## src/rtl/portal_pkg.sv

```systemverilog
// ----------------------------------------------------------------------------
// portal_pkg
// Types and helpers shared by the portal bridge blocks. The portal header
// word carries the method id in the upper half and the total word count
// (header included) in the lower half.
// ----------------------------------------------------------------------------
package portal_pkg;

   localparam int PORTAL_ID_W  = 16;
   localparam int PORTAL_LEN_W = 16;

   // One 32-bit header word: bits [31:16] = id, bits [15:0] = word count.
   typedef struct packed {
      logic [PORTAL_ID_W-1:0]  id;
      logic [PORTAL_LEN_W-1:0] len;
   } portal_hdr_t;

   // Build a header word from its fields.
   function automatic portal_hdr_t portal_hdr(input logic [PORTAL_ID_W-1:0]  id,
                                              input logic [PORTAL_LEN_W-1:0] len);
      portal_hdr_t h;
      h.id  = id;
      h.len = len;
      return h;
   endfunction

endpackage

```

## src/rtl/portal_ind_serializer.sv

```systemverilog
// ----------------------------------------------------------------------------
// portal_ind_serializer
// Turns one whole indication message (id, length, up to MAX_WORDS payload
// words) into a stream of 32-bit words: a header word followed by the
// payload, one word per out__ENA strobe.
//
// Optional build macro: PORTAL_SER_PIPELINE_EN
//   When defined, a new message may be accepted in the cycle the last word
//   of the current message transfers, so messages stream back to back.
//   When undefined, a message is only accepted in IDLE (one bubble cycle).
// ----------------------------------------------------------------------------
module portal_ind_serializer
   import portal_pkg::*;
#(
   parameter  int MAX_WORDS = 4,
   localparam int LEN_W     = $clog2(MAX_WORDS + 1)
) (
   input  logic                   CLK,
   input  logic                   nRST,
   // message enqueue side
   input  logic                   ind__ENA,
   input  logic [15:0]            ind__id,
   input  logic [LEN_W-1:0]       ind__len,
   input  logic [32*MAX_WORDS-1:0] ind__data,
   output logic                   ind__RDY,
   // word output side
   output logic                   out__ENA,
   output logic [31:0]            out__v,
   input  logic                   out__RDY,
   // status
   output logic                   busy,
   output logic                   lenErr
);

   localparam int                DATA_W  = 32 * MAX_WORDS;
   localparam logic [LEN_W-1:0]  MAX_LEN = LEN_W'(MAX_WORDS);
   localparam logic [LEN_W-1:0]  LEN_ONE = LEN_W'(1);

   typedef enum logic [1:0] {
      S_IDLE = 2'd0,
      S_HDR  = 2'd1,
      S_DATA = 2'd2
   } state_e;

   state_e              state_q,   state_d;
   logic [DATA_W-1:0]   shreg_q,   shreg_d;
   logic [LEN_W-1:0]    rem_q,     rem_d;
   portal_hdr_t         hdr_q,     hdr_d;
   logic                len_err_q, len_err_d;

   logic                accept;
   logic [LEN_W-1:0]    eff_len;

   // Handshake outputs and status, decoded from the current state.
   always_comb begin
      // NOTE: every signal driven here gets a default first, so no path
      // through the block can leave a value unassigned and infer a latch.
      out__ENA = 1'b0;
      out__v   = 32'h0;
      busy     = (state_q != S_IDLE);
      case (state_q)
         S_HDR: begin
            out__ENA = out__RDY;
            out__v   = hdr_q;
         end
         S_DATA: begin
            out__ENA = out__RDY;
            out__v   = shreg_q[31:0];
         end
         default: begin
            out__ENA = 1'b0;
            out__v   = 32'h0;
         end
      endcase
   end

`ifdef PORTAL_SER_PIPELINE_EN
   logic last_word;

   // The final word of the message is leaving this cycle: the slot frees up.
   always_comb begin
      last_word = out__ENA &&
                  (((state_q == S_HDR)  && (rem_q == '0)) ||
                   ((state_q == S_DATA) && (rem_q == LEN_ONE)));
      ind__RDY  = (state_q == S_IDLE) || last_word;
   end
`else
   // Accept a new message only once the previous one has fully drained.
   always_comb begin
      ind__RDY = (state_q == S_IDLE);
   end
`endif

   // Clamp the requested length and form the accept strobe.
   always_comb begin
      accept  = ind__ENA && ind__RDY;
      eff_len = (ind__len > MAX_LEN) ? MAX_LEN : ind__len;
   end

   // Next-state logic: walk header then payload, shifting one word per transfer.
   always_comb begin
      state_d   = state_q;
      shreg_d   = shreg_q;
      rem_d     = rem_q;
      hdr_d     = hdr_q;
      len_err_d = len_err_q;

      case (state_q)
         S_HDR: begin
            if (out__ENA) begin
               state_d = (rem_q == '0) ? S_IDLE : S_DATA;
            end
         end
         S_DATA: begin
            if (out__ENA) begin
               shreg_d = shreg_q >> 32;
               rem_d   = rem_q - LEN_ONE;
               if (rem_q == LEN_ONE) begin
                  state_d = S_IDLE;
               end
            end
         end
         default: begin
            state_d = S_IDLE;
         end
      endcase

      // A new message overrides whatever the drain path decided; with the
      // pipelined build this is how the last-word cycle hands over directly.
      if (accept) begin
         hdr_d   = portal_hdr(ind__id, PORTAL_LEN_W'(eff_len) + PORTAL_LEN_W'(1));
         shreg_d = ind__data;
         rem_d   = eff_len;
         state_d = S_HDR;
         if (ind__len > MAX_LEN) begin
            len_err_d = 1'b1;
         end
      end
   end

   // State, datapath and sticky error registers.
   always_ff @(posedge CLK or negedge nRST) begin
      if (!nRST) begin
         state_q   <= S_IDLE;
         // NOTE: the payload shift register is cleared on reset as well, so
         // nothing from an aborted message is ever observable afterwards.
         shreg_q   <= '0;
         rem_q     <= '0;
         hdr_q     <= '0;
         len_err_q <= 1'b0;
      end else begin
         // NOTE: non-blocking assignments here, so every register samples
         // the next-state values computed from the same pre-edge state.
         state_q   <= state_d;
         shreg_q   <= shreg_d;
         rem_q     <= rem_d;
         hdr_q     <= hdr_d;
         len_err_q <= len_err_d;
      end
   end

   assign lenErr = len_err_q;

endmodule
```

## config.mk

```make
export PLATFORM = sky130hd
export DESIGN_NAME = portal_ind_serializer
export DESIGN_NICKNAME = d
export VERILOG_FILES = /design/src/rtl/portal_pkg.sv /design/src/rtl/portal_ind_serializer.sv
export SDC_FILE = /design/constraint.sdc
export NUM_CORES = 1
export LEC_CHECK = 0
export ABC_CLOCK_PERIOD_IN_PS = 3700
export CAP_MARGIN = 0
export CORE_MARGIN = 2
export CORE_UTILIZATION = 53
export CTS_CLUSTER_SIZE = 14
export DETAILED_ROUTE_END_ITERATION = 16
export GPL_ROUTABILITY_DRIVEN = 0
export PLACE_DENSITY = 0.95
export SLEW_MARGIN = 20
export SYNTH_ARGS = -nofsm -noshare
export SYNTH_HDL_FRONTEND = slang
export SYNTH_SLANG_ARGS = --single-unit
```

## constraint.sdc

```tcl
create_clock -name CLK -period 3.7 [get_ports CLK]
set_clock_uncertainty 0.05 [all_clocks]
set_input_delay 0.37 -clock CLK [delete_from_list [all_inputs] [get_ports CLK]]
set_output_delay 0.37 -clock CLK [all_outputs]
set_load 0.01 [all_outputs]
```

==> results.toml <==
[status]
run_status = "finished, violations left"
violations = "hold timing"

[power]
power_density_nw_per_um2 = 763
clockPowerShare = 0.248
power.static_leakage_nw = 4.55
p_sw_frac = 0.342
ir_drop_uv = 382
internal_power_w = 0.00482
switching_power_w = 0.00251
power.share.sequential = 0.399
combinationalPowerShare = 0.353

[logic_synthesis]
yosys_most_used_dff = "sky130_fd_sc_hd__dfrtp_1"
ys_async_sr_fraction = 1.00
synth_enable_flop_cells = 0
synthesis.instances = 672
number_of_flip_flops_and_latches_in_the_synthesized_netlist = 154
syn-num-nets = 830
ys_seq_area_frac = 0.543
netlist_area_um2 = 7100
synth_warnings = 0
ys_types = 29
avgSynthCellArea_um2 = 10.6

[critical_path]
worst_path_max_delay_cell = "sky130_fd_sc_hd__clkdlybuf4s50_1"
regToRegStartpoint = "state_q[0]"
reg2reg_depth = 6
crit_path_start = "state_q[0]"
critical_path.max_fanout = 23
reg2reg_to = "shreg_q[87]"
worst_setup_path_end_kind = "primary output"
worstPathCellList = "inv_1 > ha_1 > buf_4 > a22oi_1 > nor2b_1 > clkdlybuf4s50_1"
setup.worst_path.start_class = "flip-flop"
cp_data_arrival_time_ns = 2.62
crit_end = "out__v[1]"
worst_path_largest_cell_delay_ns = 0.54
r2r_setup_slack_ns = 1.18
critPathKind = "reg -> out"
crit_required_ns = 3.28

[sta]
setup_tns_ns = 0
maxSlewHeadroom = 0.379
final.period_utilization = 0.821
rsz0062_at_grt = "false"
final-max-slew-violation-count = 0
finalHoldViolCount = 7
worst_slew_pin_slew_ns = 0.931
maxClockFrequency_mhz = 329
setup_viol_count_final = 0
timing.hold.ws_ns = -0.0177
final_period_minus_worst_setup_slack_ns = 3.04

[global_routing]
grt_start_max_net_pins = 158
grt_antenna_before_repair = 0
grt_use_total = 0.254
grt_pass1_wl_um = 28200
grt.overflow.total = 0
grt_pass1_vias = 5531

[final_layout]
antenna-diode-count = 0
mostFrequentLayoutCells = "sky130_fd_sc_hd__clkdlybuf4s50_1 (185), sky130_fd_sc_hd__dfrtp_1 (154), sky130_fd_sc_hd__nand2_1 (150)"
nNetsFinal = 992
filler_cell_count = 883
post-route-cell-area_um2 = 9610
post_route_cells_drive_above_1_share = 0.0473
seqCellArea_um2 = 3850
area_of_the_multi_input_gates_um2 = 2940
mostFrequentLayoutCell = "sky130_fd_sc_hd__clkdlybuf4s50_1"
area_delta_synth_final_pct = 35.4

[clocking]
cts.repair_timing.setup_buffer_count = 0
clock_tree_from_tritoncts = "yes"
worstSkewPairLatency_ns = 0.43
cts-hold-fix-buffers = 0
cts_sinks = 154
post_cts_sizing = 0
clock_tree.root_cell = "sky130_fd_sc_hd__clkbuf_16"
clkSlewWorstSetupHoldPaths_ns = 0.06
number_of_buffers_created_by_cts = 17
cts_htree_levels = 4
ctsLongestPathBuffers = 2

[die]
core_um2 = 13100
die_height_um = 120
floorplan.io_pins = 187
initial_utilization = 0.540
rows = 42
chipWidth_um = 120
dieArea_um2 = 14300

[route]
detail_route.wirelength_um = 17500
number_of_search_and_repair_iterations_in_the_first_detailed_routing_pass = 5
detail_route.iter0.violations = 355
route.detailed.drc = 0
antenna_left = 0
drt-wirelength-per-cell_um = 17.1
dr_total_vias = 5522
route.detailed.vias_per_inst = 5.41

[job]
maxCapViolations = 0

[placement]
place.port_buffers = 186
dp.final_hpwl_um = 12000
placement.cell_area_um2 = 8990

[hold_path]
holdCritPathClass = "in -> async"
## power by group through the flow
stage               combinational (W)  sequential (W)  clock [W]
detailed placement            0.00257         0.00292          0
floorplan                     0.00194         0.00274          0
finish                        0.00259         0.00292    0.00182
global route                  0.00287         0.00299    0.00192
CTS                           0.00260         0.00290    0.00183
global placement              0.00244         0.00288          0
## cells by family (layout without fill, tap and decap cells)
family / Yosys count / count (layout) / synth area share
AND/OR/NAND/NOR: 195 / 195 / 0.118
flip-flops: 154 / 154 / 0.543
AO/OA/AOI/OAI: 160 / 160 / 0.142
multiplexers: 97 / 97 / 0.137
XOR/XNOR: 3 / 3 / 0.00370
adder cells (fa/ha/maj): 7 / 7 / 0.0123
buffers and inverters: 56 / 229 / 0.0443
## through the flow
step	instances	util	setup slack [ns]	power [W]	hold WS, ns
floorplan	672	-	1.87	0.00468	0.0244
global placement	991	0.684	1.23	0.00532	0.404
detailed placement	991	0.684	1.15	0.00548	0.412
CTS	1021	0.731	0.676	0.00734	0.0443
global route	1021	0.731	0.510	0.00779	0.0876
finish	1021	0.731	0.661	0.00733	-0.0177
## synth_stat cells (2+ instances only)
| library cell | count | area share |
|---|---|---|
| sky130_fd_sc_hd__nor2b_1 | 22 | 0.019 |
| sky130_fd_sc_hd__buf_4 | 5 | 0.0053 |
| sky130_fd_sc_hd__mux2i_1 | 97 | 0.14 |
| sky130_fd_sc_hd__clkbuf_2 | 2 | 0.0014 |
| sky130_fd_sc_hd__xnor2_1 | 2 | 0.0025 |
| sky130_fd_sc_hd__a22oi_1 | 20 | 0.021 |
| sky130_fd_sc_hd__buf_2 | 18 | 0.013 |
| sky130_fd_sc_hd__nand2_1 | 151 | 0.080 |
| sky130_fd_sc_hd__nand2b_1 | 2 | 0.0018 |
| sky130_fd_sc_hd__o21ai_0 | 41 | 0.029 |
| sky130_fd_sc_hd__a22o_1 | 32 | 0.039 |
| sky130_fd_sc_hd__buf_6 | 8 | 0.013 |
| sky130_fd_sc_hd__nand3_1 | 3 | 0.0021 |
| sky130_fd_sc_hd__inv_1 | 5 | 0.0026 |
| sky130_fd_sc_hd__and2_1 | 15 | 0.013 |
| sky130_fd_sc_hd__dfrtp_1 | 154 | 0.54 |
| sky130_fd_sc_hd__clkbuf_1 | 18 | 0.0095 |
| sky130_fd_sc_hd__o21ai_1 | 60 | 0.042 |
| sky130_fd_sc_hd__ha_1 | 7 | 0.012 |
## critical path: cells and delay by family (launching register included)
family | cells | cell delay [ns]
AND/OR/NAND/NOR | 1 | 0.15
flip-flops | 1 | 0.40
AO/OA/AOI/OAI | 1 | 0.16
adder cells (fa/ha/maj) | 1 | 0.50
buffers and inverters | 3 | 0.99
## registers in the layout (all words and copies together), names as in the netlist
name and flops:
shreg_q 128, hdr_q 20, rem_q 3, state_q 2, lenErr 1
## worst min-delay path by stage
stage               slack (ns)           to        start
floorplan                 0.02     hdr_q[0]         nRST
global placement          0.40  shreg_q[12]  shreg_q[12]
detailed placement        0.41   shreg_q[6]   shreg_q[6]
CTS                       0.04  shreg_q[36]         nRST
global route              0.09   shreg_q[5]         nRST
finish                   -0.02  shreg_q[36]         nRST
## final cells by class
class | instances | area share
multi-input combinational | 462 | 0.306
tap | 176 | 0.0229
inverter | 5 | 0.00195
sequential | 154 | 0.401
clock buffer | 22 | 0.0494
timing repair buffer | 194 | 0.204
clock inverter | 8 | 0.0148
## routing by layer
metal,track usage,wire [um],vias to the layer above,part of all wire
li1,-,-,2639,-
met1,0.347,7760,2658,0.44
met2,0.392,8230,184,0.47
met3,0.0537,826,41,0.047
met4,0.118,656,0,0.038
met5,0,0,-,0
Note: power is estimated with default switching activity, not from simulation.
